## config.mk

```make
export PLATFORM = sky130hd
export DESIGN_NAME = axicb_slv_wr_gate
export DESIGN_NICKNAME = d
export VERILOG_FILES = /design/src/rtl/axicb_pkg.sv /design/src/rtl/axicb_updn_cnt.sv /design/src/rtl/axicb_slv_wr_gate.sv
export SDC_FILE = /design/constraint.sdc
export NUM_CORES = 1
export LEC_CHECK = 0
export ABC_AREA = 1
export BUFFER_PORTS_ARGS = -buffer_cell sky130_fd_sc_hd__buf_2
export CAP_MARGIN = 25
export CORE_MARGIN = 3
export CORE_UTILIZATION = 37
export DETAILED_ROUTE_END_ITERATION = 10
export GPL_TIMING_DRIVEN = 0
export PLACE_DENSITY = 0.89
export SYNTH_ARGS = -nofsm -noshare
export SYNTH_HDL_FRONTEND = slang
export SYNTH_SLANG_ARGS = --single-unit
```

## constraint.sdc

```tcl
create_clock -name aclk -period 4 [get_ports aclk]
set_input_delay 0.6 -clock aclk [delete_from_list [all_inputs] [get_ports aclk]]
set_output_delay 0.6 -clock aclk [all_outputs]
set_load 0.01 [all_outputs]
```

## src/rtl/axicb_pkg.sv

```systemverilog
// Shared definitions for the AXI crossbar slave-side write gate:
// timeout FSM state encoding and the outstanding-counter width helper.
package axicb_pkg;

  typedef enum logic [1:0] {
    TO_IDLE    = 2'd0,
    TO_WAIT    = 2'd1,
    TO_EXPIRED = 2'd2
  } to_state_e;

  // Bits needed to hold a count in 0..max_ostd inclusive.
  function automatic int ostd_cnt_w(input int max_ostd);
    return $clog2(max_ostd + 1);
  endfunction

endpackage

```

## src/rtl/axicb_updn_cnt.sv

```systemverilog
// Up/down counter: inc and dec asserted together leave the count unchanged.
// Callers gate inc/dec so the count never wraps.
module axicb_updn_cnt #(
  parameter int W = 4
) (
  input  logic         clk,
  input  logic         rst_n,
  input  logic         inc,
  input  logic         dec,
  output logic [W-1:0] cnt
);

  logic [W-1:0] cnt_q;
  logic [W-1:0] cnt_d;

  // Net update: a simultaneous inc and dec cancel out.
  always_comb begin
    cnt_d = cnt_q;
    if (inc && !dec) begin
      cnt_d = cnt_q + W'(1);
    end else if (dec && !inc) begin
      cnt_d = cnt_q - W'(1);
    end
  end

  // Count register.
  always_ff @(posedge clk or negedge rst_n) begin
    if (!rst_n) begin
      cnt_q <= '0;
    end else begin
      cnt_q <= cnt_d;
    end
  end

  assign cnt = cnt_q;

endmodule

```

## src/rtl/axicb_slv_wr_gate.sv

```systemverilog
// Slave-side write gate for the AXI crossbar. Limits outstanding writes to
// MAX_OSTD, holds W beats until their AW has been accepted, drains stray B
// responses, and flags protocol errors.
// Optional B-wait watchdog enabled by defining AXICB_WR_TIMEOUT_EN.
module axicb_slv_wr_gate
  import axicb_pkg::*;
#(
  parameter int AWCH_W      = 8,
  parameter int WCH_W       = 8,
  parameter int BCH_W       = 8,
  parameter int MAX_OSTD    = 4,
  parameter int TIMEOUT_CYC = 1024
) (
  input  logic              aclk,
  input  logic              aresetn,
  // upstream (switch side)
  input  logic              i_awvalid,
  output logic              i_awready,
  input  logic [AWCH_W-1:0] i_awch,
  input  logic              i_wvalid,
  output logic              i_wready,
  input  logic              i_wlast,
  input  logic [WCH_W-1:0]  i_wch,
  output logic              i_bvalid,
  input  logic              i_bready,
  output logic [BCH_W-1:0]  i_bch,
  // downstream (slave side)
  output logic              o_awvalid,
  input  logic              o_awready,
  output logic [AWCH_W-1:0] o_awch,
  output logic              o_wvalid,
  input  logic              o_wready,
  output logic              o_wlast,
  output logic [WCH_W-1:0]  o_wch,
  input  logic              o_bvalid,
  output logic              o_bready,
  input  logic [BCH_W-1:0]  o_bch,
  // sticky error flags
  output logic              err_unexp_b,
  output logic              err_timeout
);

  localparam int CNT_W = ostd_cnt_w(MAX_OSTD);
  localparam logic [CNT_W-1:0] MAX_CNT = CNT_W'(MAX_OSTD);

  logic [CNT_W-1:0] ostd;
  logic [CNT_W-1:0] wpend;
  logic             ostd_lt_max;
  logic             ostd_nz;
  logic             wpend_nz;
  logic             aw_hs;
  logic             w_last_hs;
  logic             b_hs;
  logic             unexp_b;
  logic             err_unexp_b_q;
  logic             err_unexp_b_d;

  // Handshake gating and payload pass-through; all combinational.
  always_comb begin
    ostd_lt_max = (ostd < MAX_CNT);
    ostd_nz     = (ostd != '0);
    wpend_nz    = (wpend != '0);

    o_awvalid   = i_awvalid & ostd_lt_max;
    i_awready   = o_awready & ostd_lt_max;
    o_awch      = i_awch;

    // wpend only rises after the AW edge, so a W never rides with its own AW.
    o_wvalid    = i_wvalid & wpend_nz;
    i_wready    = o_wready & wpend_nz;
    o_wlast     = i_wlast;
    o_wch       = i_wch;

    // With nothing outstanding, a B is swallowed here instead of forwarded.
    i_bvalid    = o_bvalid & ostd_nz;
    o_bready    = i_bready | ~ostd_nz;
    i_bch       = o_bch;

    aw_hs       = i_awvalid & o_awready & ostd_lt_max;
    w_last_hs   = i_wvalid & o_wready & wpend_nz & i_wlast;
    b_hs        = o_bvalid & i_bready & ostd_nz;
    unexp_b     = o_bvalid & ~ostd_nz;

    err_unexp_b_d = err_unexp_b_q | unexp_b;
  end

  axicb_updn_cnt #(
    .W (CNT_W)
  ) u_ostd_cnt (
    .clk   (aclk),
    .rst_n (aresetn),
    .inc   (aw_hs),
    .dec   (b_hs),
    .cnt   (ostd)
  );

  axicb_updn_cnt #(
    .W (CNT_W)
  ) u_wpend_cnt (
    .clk   (aclk),
    .rst_n (aresetn),
    .inc   (aw_hs),
    .dec   (w_last_hs),
    .cnt   (wpend)
  );

  // Sticky unexpected-B flag.
  always_ff @(posedge aclk or negedge aresetn) begin
    if (!aresetn) begin
      err_unexp_b_q <= 1'b0;
    end else begin
      err_unexp_b_q <= err_unexp_b_d;
    end
  end

  assign err_unexp_b = err_unexp_b_q;

`ifdef AXICB_WR_TIMEOUT_EN
  localparam int TMR_W = (TIMEOUT_CYC > 1) ? $clog2(TIMEOUT_CYC) : 1;
  localparam logic [TMR_W-1:0] TMR_LAST = TMR_W'(TIMEOUT_CYC - 1);

  to_state_e        state_q;
  to_state_e        state_d;
  logic [TMR_W-1:0] tmr_q;
  logic [TMR_W-1:0] tmr_d;
  logic             err_timeout_q;
  logic             err_timeout_d;

  // Watchdog state register.
  always_ff @(posedge aclk or negedge aresetn) begin
    if (!aresetn) begin
      state_q <= TO_IDLE;
    end else begin
      state_q <= state_d;
    end
  end

  // Watchdog next state: arm while writes are outstanding, expire when no B
  // arrives within TIMEOUT_CYC cycles.
  always_comb begin
    state_d = state_q;
    case (state_q)
      TO_IDLE: begin
        if (ostd_nz) state_d = TO_WAIT;
      end
      TO_WAIT: begin
        if (!ostd_nz) begin
          state_d = TO_IDLE;
        end else if (!b_hs && (tmr_q == TMR_LAST)) begin
          state_d = TO_EXPIRED;
        end
      end
      TO_EXPIRED: begin
        if (!ostd_nz) state_d = TO_IDLE;
      end
      default: state_d = TO_IDLE;
    endcase
  end

  // Watchdog outputs: timer restarts on every B handshake, error on expiry.
  always_comb begin
    tmr_d         = '0;
    err_timeout_d = err_timeout_q;
    if (state_q == TO_WAIT) begin
      if (b_hs || !ostd_nz) begin
        tmr_d = '0;
      end else if (tmr_q == TMR_LAST) begin
        tmr_d         = '0;
        err_timeout_d = 1'b1;
      end else begin
        tmr_d = tmr_q + TMR_W'(1);
      end
    end
  end

  // Timer and sticky timeout flag registers.
  always_ff @(posedge aclk or negedge aresetn) begin
    if (!aresetn) begin
      tmr_q         <= '0;
      err_timeout_q <= 1'b0;
    end else begin
      tmr_q         <= tmr_d;
      err_timeout_q <= err_timeout_d;
    end
  end

  assign err_timeout = err_timeout_q;
`else
  // Watchdog absent: flag tied low; TIMEOUT_CYC is still referenced so both
  // builds share one parameter list without an unused-parameter warning.
  assign err_timeout = 1'b0 & (TIMEOUT_CYC == 0);
`endif

endmodule

```

; ---- Word level (Yosys, flattened, before mapping)
; Index checks and enable logic that the tools add are counted.
[totals]
ff_bits = 7
out_inout_bits = 33
input_bits = 33
[op_classes]
n_lt_le_gt_ge = 1
bitwise = 16
n_reduce_logical = 11
n_mux = 4
add_sub_neg = 4
[op_table]
columns = op, n
row1 = $and 1x1->1, 13
row2 = $mux 3, 4
row3 = $add 3x1->3 const B, 2
row4 = $reduce_bool 3->1, 2
row5 = $sub 3x1->3 const B, 2
row6 = $logic_and 1x1->1, 4
row7 = $reduce_bool 2->1, 2
row8 = $logic_not 1->1, 3
row9 = $lt 3x3->1 const B, 1
row10 = $or 1x1->1, 2
row11 = $not 1->1, 1

; ---- Depth between registers and ports, before layout
; Gate-level depths: netlist of the first run.
[depth]
depth_word = 6
mapped_depth = 11
ltp_nobuf = 11

; ---- By module
; From an unflattened synthesis of the first run, not the netlist that was laid out.
[unflattened]
hier_cells = 95
hier_area_um2 = 695.7
[by_module_without_submodules]
columns = module, seq_area_each_um2, n_inst, area_each_um2, cells_per_inst
row1 = axicb_updn_cnt, 75.1, 2, 175.2, 20
row2 = axicb_slv_wr_gate, 25.0, 1, 345.3, 55

; ---- Least setup slack after synthesis of the first run
; No wires, ideal clock.
[synth_timing]
path_kind = input-to-reg
startpoint = input port i_awvalid
endpoint = register u_wpend_cnt.cnt_q[2] (netlist: u_wpend_cnt.cnt[2])
arrival_ns = 1.721
required_ns = 3.883
setup_ns = 0.117
path_slack_ns = 2.162
cell_stages = 9
cell_sequence = inv_1 > nor3_1 > ha_1 > inv_1 > fa_1 > nand2_1 > nand3_1 > nand2_1 > nand2_1
[synth_via]
elab_chain_cells = 5
[synth_rtl]
columns = element, line_no
row1 = from (decl), axicb_slv_wr_gate.sv:17  ; input logic i_awvalid,
row2 = $and 1x1->1 * (2 in series), axicb_slv_wr_gate.sv:79  ; aw_hs = i_awvalid & o_awready & ostd_lt_max;
row3 = $logic_not 1->1, axicb_updn_cnt.sv:21  ; end else if (dec && !inc) begin
row4 = $logic_and 1x1->1, axicb_updn_cnt.sv:21
row5 = $reduce_bool 2->1 (no source line), -
row6 = to (signal assigned), axicb_updn_cnt.sv:31  ; cnt_q <= cnt_d;
row7 = to (decl), axicb_updn_cnt.sv:13  ; logic [W-1:0] cnt_q;
; Mark *: on every way between the ends. The rest lies on a longest branch, timed or not.
; A chain may end at the register's enable or synchronous reset.

; ---- Worst setup path after layout of the first run
; Same ends and word-level chain as after synthesis.

==> results of run 1 <==
## per-stage QoR
stage	power, mW	instances
after floorplan	0.292	87
after CTS	0.427	155
after detailed placement	0.363	151
final	0.423	155
after global routing	0.475	155
after global placement	0.343	151
## cell usage after synthesis (all sizes together)
cell    instances
a21oi           1
dfrtp           7
inv            15
xnor2           2
ha              2
fa              2
buf            26
o21bai          1
nand2          19
nand4           2
nor3            2
conb            1
nand3           2
nor2            5
## worst paths after layout
check | from | end | slack, ns | cells after the start
setup / recovery | i_awvalid | u_wpend_cnt.cnt[2]$_DFFE_PN0P_ | 2.14 | 10
hold / removal | aresetn | err_unexp_b$_DFF_PN0_ | 0.18 | 1
setup reg to reg | u_ostd_cnt.cnt[2]$_DFFE_PN0P_ | u_wpend_cnt.cnt[2]$_DFFE_PN0P_ | 2.14 | 8
hold reg to reg | err_unexp_b$_DFF_PN0_ | err_unexp_b$_DFF_PN0_ | 0.47 | 1
max in group asynchronous | aresetn | u_wpend_cnt.cnt[1]$_DFFE_PN0P_ | 3.68 | 1
min in group aclk | err_unexp_b$_DFF_PN0_ | err_unexp_b$_DFF_PN0_ | 0.47 | 1
## where the power goes
group	internal, mW	total (mW)	leakage (nW)	switching, mW
combinational	0.103	0.222	0.470	0.119
sequential	0.103	0.140	0.0813	0.0375
clock	0.0378	0.0602	0.0150	0.0224
total	0.244	0.423	0.566	0.179
## metal layers
metal / vias to the layer above / part of all wire / track usage
met1: 242 / 0.40 / 0.141
met2: 55 / 0.47 / 0.211
met3: 0 / 0.13 / 0.0406
met4: 0 / 0 / 0.0645
met5: - / 0 / 0
li1: 321 / - / -
## logic make-up (layout without fill, tap and decap cells)
group,after synthesis,count (layout),share of synthesized area
AOI/OAI and AO/OA,2,2,0.0248
xor gates and xnor gates,2,2,0.0267
adders and majority gates,4,4,0.0990
buffers and inverters,41,85,0.383
DFF,7,7,0.267
other,1,1,0.00571
and+or+nand+nor,30,30,0.194
## worst max-delay path: stages
cell	delay [ns]
buf_2	0.07
inv_1	0.04
nor3_1	0.27
ha_1	0.22
inv_1	0.07
fa_1	0.39
nand2_1	0.12
nand3_1	0.08
nand2_1	0.06
nand2_1	0.05
## registers in the layout (all words and copies together), names as in the netlist
register and count:
u_ostd_cnt.cnt 3, err_unexp_b 1, u_wpend_cnt.cnt 3
## cell type report
| type | instances | area [sq um] | area share |
|---|---|---|---|
| inverter | 15 | 56.3 | 0.0616 |
| sequential | 7 | 175 | 0.192 |
| clock buffer | 4 | 26.3 | 0.0288 |
| timing repair buffer | 40 | 200 | 0.219 |
| buffer | 26 | 195 | 0.214 |
| multi-input combinational | 39 | 230 | 0.252 |
| tap | 24 | 30.0 | 0.0329 |
==> impl_metrics.json, run 1 <==
{
  "outcome": "finished, final reports clean",
  "postSynthAreaPerCell_sq_um": 7.55,
  "routed_wl_um": 1310,
  "ioPinCount": 66,
  "synthDistinctLibCells": 16,
  "first_pass_iters": 3,
  "peakVddDrop_uv": 228,
  "row_count": 14,
  "fillCellCount": 139,
  "fp.dieArea_sq_um": 2320,
  "drc": 0,
  "hold_path_class": "in2async",
  "netlist_area_sq_um": 657,
  "layout_commonest_cell": "buf_2",
  "ys_ff_latch": 7,
  "grt_overflow": 0,
  "track_usage": 0.125,
  "antenna_left": 0,
  "initialDrtViolationCount": 4,
  "n_antenna_cell": 0,
  "synth_area_leader_cell": "buf_4",
  "grt_pass1_vias": 562,
  "fp.coreArea_sq_um": 1590,
  "final_cell_mix": "buf_2, buf_4, nand2_1",
  "hold_viol": 0,
  "place.gp.congestion": 0.821,
  "grt_max_degree": 8,
  "port_buffers": 40,
  "dp_worst_setup_slack_ns": 1.88,
  "area_growth_pct": 39.0,
  "cp.arrival_ns": 1.99,
  "die_w_um": 48.1,
  "p_leak_nw": 0.566,
  "netlist.area_leader.share": 0.297,
  "p_per_area_nw_per_um2": 463,
  "cts_hold_buffers": 0,
  "place.detailed.hpwl_um": 1210,
  "setup-tns-final_ns": 0,
  "htreeDepth": 1,
  "die_h_um": 48.1,
  "rsz0062_at_grt": "no",
  "period_share": 0.465,
  "final_area_sq_um": 913,
  "slew_viol_final": 0,
  "finalCriticalPeriod_ns": 1.86,
  "ys_warn_count": 0,
  "finalSetupViolations": 0,
  "cp-start-kind": "input port",
  "drv_cap": 0,
  "hold_slack_ns": 0.176,
  "initial_core_util": 0.412,
  "critPathCaptureType": "register",
  "final_nets": 169,
  "dpl-instance-area_sq_um": 887,
  "clk_latency_ns": 0.24,
  "grt_first_pass_wirelength_um": 2030,
  "syn_inst": 87,
  "postCtsSetupBuffers": 0,
  "syn_nets": 124,
  "max_freq_mhz": 537,
  "cts_sinks": 7,
  "critPathKind": "in2reg",
  "clkTransAtPathRegs_ns": 0.05,
  "vias_per_cell": 3.99,
  "layout_setup_ws_ns": 2.14,
  "required_ns": 4.13,
  "root_buffer": "clkbuf_4",
  "antenna_found_initial": 0,
  "vias": 618,
  "clockBufferDepth": 2,
  "layout-drive-gt1-share": 0.550,
  "crit_fanout": 2,
  "utilization": 0.573,
  "cts_resized": 0,
  "cts_tree": "yes",
  "synth_seq_area_share": 0.267,
  "finClkSkew_ns": 0.00158,
  "avgRoutedWirePerCell_um": 8.42,
  "cts_buffers": 3,
  "ys_top_cells_by_area": "buf_4, dfrtp_1, nand2_1, inv_1, fa_1"
}
No activity file was read; power rests on OpenSTA's default activity.
==> run 2: changes to the inputs <==
- ABC_AREA: 1 -> 0
- CORE_UTILIZATION: 37 -> 34
- PLACE_DENSITY: 0.89 -> 0.85
- clock period: 4 -> 1.8 ns (I/O delays scaled with it)
==> run 2 against run 1 <==
Compared with the run above:
- the run now ends with negative setup slack left
- sequential cell count stayed put
- sequential share of layout area is 1.7 points lower
- clock skew is 0.00070 ns higher
- synthesized cell count is 29% lower
- critical path depth is 3 lower
- die area is 1.4% higher
- area after synthesis is 6.7% lower
- register-to-register slack worse by 2.2 ns
- critical endpoint is now u_wpend_cnt.cnt[1]$_DFFE_PN0P_
==> impl_metrics.json, run 2 <==
{
  "fp.coreArea_sq_um": 1590,
  "finClkSkew_ns": 0.00229,
  "htreeDepth": 1,
  "clockBufferDepth": 2,
  "track_usage": 0.141,
  "cp.arrival_ns": 1.95,
  "p_per_area_nw_per_um2": 1160,
  "clk_latency_ns": 0.26,
  "antenna_found_initial": 0,
  "antenna_left": 0,
  "route.met3.wl_um": 187,
  "clkTransAtPathRegs_ns": 0.06,
  "max_freq_mhz": 551,
  "required_ns": 1.94,
  "violations": "negative setup slack",
  "place.detailed.hpwl_um": 1190,
  "port_buffers": 40,
  "syn_nets": 99,
  "drc": 0,
  "area_growth_pct": 67.8,
  "utilization": 0.645,
  "vias_per_cell": 4.14,
  "avgRoutedWirePerCell_um": 12.0,
  "final_cells": 143,
  "period_share": 1.01,
  "n_antenna_cell": 0,
  "rsz0062_at_grt": "yes",
  "vias": 592,
  "critPathCaptureType": "register",
  "grt_max_degree": 8,
  "hold_viol": 0,
  "initial_core_util": 0.385,
  "peakVddDrop_uv": 689,
  "rr_worst_depth": 7,
  "synth_seq_area_share": 0.286,
  "postSynthAreaPerCell_sq_um": 9.89,
  "combPwrFrac": 0.587,
  "first_pass_iters": 4,
  "routed_wl_um": 1720,
  "cts_buffers": 3,
  "ys.flop_type": "dfrtp_1",
  "p_int_uw": 743,
  "crit_fanout": 2,
  "wl_met1_um": 535,
  "ys_top_cells_by_area": "buf_4, dfrtp_1, fa_1, xor2_1, nor2b_1",
  "finalSetupViolations": 2,
  "highest_layer": "met4",
  "p_leak_nw": 0.553,
  "critPathKind": "reg2reg",
  "ys_ff_latch": 7,
  "final_nets": 157,
  "wl_met2_um": 943,
  "synth_area_leader_cell": "buf_4",
  "cts_tree": "yes",
  "holdPathStages": 2,
  "drv_cap": 0,
  "layout_setup_ws_ns": -0.0133,
  "ys_top_cells_by_count": "buf_4, dfrtp_1, nor2b_1",
  "row_count": 14,
  "cts_sinks": 7,
  "die_h_um": 48.5,
  "slew_viol_final": 0,
  "place.gp.congestion": 0.627,
  "grt_pass1_vias": 595,
  "cp-start-kind": "register",
  "finalCriticalPeriod_ns": 1.81,
  "fp.dieArea_sq_um": 2350,
  "initialDrtViolationCount": 2,
  "dp.cells": 126,
  "ys_warn_count": 0,
  "grt_first_pass_wirelength_um": 2620,
  "async_reset_ff_frac": 1.00,
  "outcome": "finished with violations",
  "crit_chain": "nor3_4 > nor2b_2 > nand3_2 > ha_4 > inv_2 > fa_2 > mux2_4",
  "grt_overflow": 0,
  "die_w_um": 48.5,
  "synthDistinctLibCells": 17,
  "layout_commonest_cell": "buf_2",
  "netlist_area_sq_um": 613,
  "yosysMostFrequentCell": "buf_4",
  "ioPinCount": 66,
  "netlist.area_leader.share": 0.318,
  "slowest_delay_ns": 0.42,
  "final_cell_mix": "buf_2, buf_4, xor2_1, dfrtp_2",
  "seqPwrFrac": 0.286,
  "hold_path_class": "in2reg",
  "power_switching_uw": 449,
  "clkPwrFrac": 0.127,
  "layout-drive-gt1-share": 0.832,
  "crit_slowest_cell": "fa_2",
  "syn_inst": 62,
  "root_buffer": "clkbuf_4",
  "synth-edff-count": 0,
  "p_sw_frac": 0.377
}
==> run 2: changes by cell type in the layout (fill, tap and decap cells not counted), sizes merged, moves of 2 or more <==
cell | before | now
nand2 | 19 | 0
xor2 | 0 | 4
inv | 15 | 2
mux2 | 0 | 2
nor2b | 0 | 5
buf | 66 | 78
nor2 | 5 | 2
nand4 | 2 | 0
==> run 2: power groups by stage <==
stage	combinational (mW)	clock [mW]	sequential [mW]
6_report	0.700	0.152	0.340
5_1_grt	0.768	0.162	0.347
4_1_cts	0.529	0.150	0.343
3_5_place_dp	0.436	0	0.330
3_3_place_gp	0.421	0	0.325
2_1_floorplan	0.311	0	0.320
==> run 2: final timing paths <==
check	from	endpoint	slack, ns
hold reg to reg	err_unexp_b$_DFF_PN0_	err_unexp_b$_DFF_PN0_	0.45
setup reg to reg	u_wpend_cnt.cnt[2]$_DFFE_PN0P_	u_wpend_cnt.cnt[1]$_DFFE_PN0P_	-0.01
setup / recovery	u_wpend_cnt.cnt[2]$_DFFE_PN0P_	u_wpend_cnt.cnt[1]$_DFFE_PN0P_	-0.01
hold / removal	o_bvalid	err_unexp_b$_DFF_PN0_	0.24
min in group asynchronous	aresetn	u_wpend_cnt.cnt[2]$_DFFE_PN0P_	0.38
max in group asynchronous	aresetn	u_ostd_cnt.cnt[1]$_DFFE_PN0P_	1.24
==> run 2: area by class of cell <==
cell class / count / area, sq um
Fill cell: 129 / 566
Timing Repair Buffer: 53 / 300
Multi-Input combinational cell: 27 / 289
Buffer: 26 / 195
Sequential cell: 7 / 180
Tap cell: 24 / 30.0
Clock buffer: 4 / 26.3
Inverter: 2 / 7.51
==> run 2: worst max-delay path, delay by kind of cell (launching register included) <==
family / cells / cell delay [ns]
mux: 1 / 0.28
buf+inv: 1 / 0.05
flops: 1 / 0.40
simple gates: 3 / 0.36
fa+ha+maj: 2 / 0.60
==> run 2: layer usage <==
metal  vias up  GRT usage
li1        280          -
met1       264      0.127
met5         -          0
met3         6     0.0521
met4         0     0.0569
met2        42      0.278
==> run 2: kinds of logic after synthesis <==
logic type / count (synthesis) / share of synthesized area
buffers and inverters: 28 / 0.331
AND/OR/NAND/NOR: 13 / 0.137
flip-flops: 7 / 0.286
XOR/XNOR: 6 / 0.0857
adder cells (fa/ha/maj): 4 / 0.106
multiplexers: 2 / 0.0367
other: 1 / 0.00612
AO/OA/AOI/OAI: 1 / 0.0122
==> run 2: per-stage QoR <==
stage	power, mW	worst slack [ns]	setup TNS [ns]	cell area, sq um	hold WS [ns]
floorplan	0.631	-0.0285	-0.0285	618	-0.0256
global placement	0.745	-0.103	-0.218	848	0.107
detailed placement	0.767	-0.187	-0.438	848	0.115
CTS	1.02	-0.0454	-0.0618	951	0.243
global route	1.28	-0.139	-0.317	1030	0.252
finish	1.19	-0.0133	-0.0163	1030	0.243
==> run 2: what timing repair did <==
action | 4_1_cts | 5_1_grt
setup buffers | 6 | 6
hold buffers | 1 | 0
pin swaps | 8 | 9
endpoints found under the setup margin | 4 | 4
resized for setup | 10 | 7
hold endpoints to repair | 7 | 0
==> run 3: changes to the inputs <==
- SETUP_SLACK_MARGIN: not set -> 0.1
==> run 3 against run 2 <==
Compared with the run above:
- the flow still finishes with violations (negative setup slack)
- setup slack worse by 0.040 ns
- core utilization is 1.8 points lower
- final cell count stayed put
- routed wire length is 19% lower
- critical path depth is 1 higher
- largest cell class unchanged
- register-to-register slack worse by 0.04 ns
- sequential cell count stayed put
- critical endpoint is now u_ostd_cnt.cnt[2]$_DFFE_PN0P_
==> impl_metrics.json, run 3 (synthesis gave the netlist of run 2 again) <==
{
  "layout-drive-gt1-share": 0.790,
  "cts_buffers": 3,
  "setup-tns-final_ns": -0.0539,
  "max_freq_mhz": 540,
  "avgRoutedWirePerCell_um": 9.79,
  "dpl-instance-area_sq_um": 853,
  "antenna_left": 0,
  "row_count": 14,
  "p_leak_nw": 0.550,
  "outcome": "finished with violations",
  "r2r_setup_slack_ns": -0.05,
  "n_antenna_cell": 0,
  "crit_fanout": 2,
  "vias_per_cell": 3.99,
  "layout_commonest_cell": "buf_2",
  "clkTransAtPathRegs_ns": 0.05,
  "drc": 0,
  "grt_max_degree": 8,
  "finClkSkew_ns": 0.00123,
  "cp.buffers_inverters": 1,
  "clk_latency_ns": 0.24,
  "routed_wl_um": 1400,
  "antenna_found_initial": 0,
  "cts_sinks": 7,
  "hold_viol": 0,
  "crit_slowest_cell": "dfrtp_1",
  "utilization": 0.627,
  "finalCriticalPeriod_ns": 1.85,
  "final_cells": 143,
  "port_buffers": 40,
  "violations": "negative setup slack",
  "grt_pass1_vias": 556,
  "first_pass_iters": 4,
  "crit_chain": "nor3_2 > nand3b_1 > ha_2 > inv_2 > fa_2 > xor2_1 > nor2_1 > xor2_1",
  "slew_viol_final": 0,
  "layout_setup_ws_ns": -0.0534,
  "grt_first_pass_wirelength_um": 2200,
  "place.gp.congestion": 0.782,
  "cts_tree": "yes",
  "dp.cells": 126,
  "die_w_um": 48.5,
  "critPathMostFrequentCell": "xor2_1",
  "place.detailed.hpwl_um": 1100,
  "fillCellCount": 121,
  "initial_core_util": 0.385,
  "ioPinCount": 66,
  "cp.arrival_ns": 2.01,
  "htreeDepth": 1,
  "peakVddDrop_uv": 473,
  "critPathKind": "reg2reg",
  "crit_family": "adder cells",
  "clockBufferDepth": 2,
  "p_per_area_nw_per_um2": 1130,
  "vias": 571,
  "slowest_delay_ns": 0.38,
  "finalSetupViolations": 2,
  "root_buffer": "clkbuf_4",
  "grt_overflow": 0,
  "rsz0062_at_grt": "yes",
  "fp.coreArea_sq_um": 1590,
  "cp-start-kind": "register",
  "drv_cap": 0,
  "required_ns": 1.96,
  "period_share": 1.03,
  "track_usage": 0.118,
  "area_growth_pct": 63.1,
  "final_nets": 157,
  "initialDrtViolationCount": 6,
  "final_cell_mix": "buf_2, buf_4, dfrtp_1",
  "critPathCaptureType": "register",
  "die_h_um": 48.5,
  "final_area_sq_um": 1000,
  "fp.dieArea_sq_um": 2350,
  "hold_path_class": "in2reg",
  "total_power_mw": 1.13
}
run 3: cell counts in the layout (fill, tap and decap cells not counted):
No cell type changed its count.
run 3: repair_timing:
item | 4_1_cts | 5_1_grt
resized for setup | 3 | 4
setup buffers | 9 | 3
hold buffers | 1 | 0
setup endpoints to repair | 4 | 4
pin swaps | 6 | 6
hold endpoints to repair | 7 | 0
run 3: final timing paths:
check,start,cells past startpoint,to
min in group asynchronous,aresetn,2,err_unexp_b$_DFF_PN0_
min reg2reg,err_unexp_b$_DFF_PN0_,1,err_unexp_b$_DFF_PN0_
max,u_ostd_cnt.cnt[1]$_DFFE_PN0P_,8,u_ostd_cnt.cnt[2]$_DFFE_PN0P_
min,o_bvalid,2,err_unexp_b$_DFF_PN0_
max reg2reg,u_ostd_cnt.cnt[1]$_DFFE_PN0P_,8,u_ostd_cnt.cnt[2]$_DFFE_PN0P_
max in group asynchronous,aresetn,2,u_ostd_cnt.cnt[2]$_DFFE_PN0P_
run 3: worst register-to-register path: cells and delay by family, from the launching register on:
kind	cells	cell delay, ns
adder cells (fa/ha/maj)	2	0.53
XOR/XNOR	2	0.32
buffers and inverters	1	0.04
AND/OR/NAND/NOR	3	0.50
flip-flops	1	0.38
run 3: final cells by class:
cell class                      count  area, sq um  area share
Timing Repair Buffer               53          300       0.300
Multi-Input combinational cell     27          264       0.264
Sequential cell                     7          176       0.176
Clock buffer                        4         26.3      0.0263
Buffer                             26          195       0.195
Inverter                            2         7.51     0.00751
Tap cell                           24         30.0      0.0300
run 3: power breakdown:
part	leakage (nW)	switching, mW	internal (mW)	total, mW
clock network	0.0150	0.0495	0.0840	0.134
logic	0.457	0.277	0.412	0.689
registers	0.0783	0.0720	0.239	0.311
run 3: metal layers:
layer | track usage | share of wire | vias to the layer above
met2 | 0.188 | 0.47 | 50
met5 | 0 | 0 | -
li1 | - | - | 279
met3 | 0.0583 | 0.17 | 2
met1 | 0.119 | 0.34 | 240
met4 | 0.0853 | 0.011 | 0
run 3: through the flow:
stage | hold slack (ns) | setup slack [ns]
final | 0.274 | -0.0534
after global routing | 0.269 | -0.150
after CTS | 0.261 | -0.0412
after detailed placement | 0.103 | -0.165
after global placement | 0.0996 | -0.105
after floorplan | -0.0256 | -0.00120
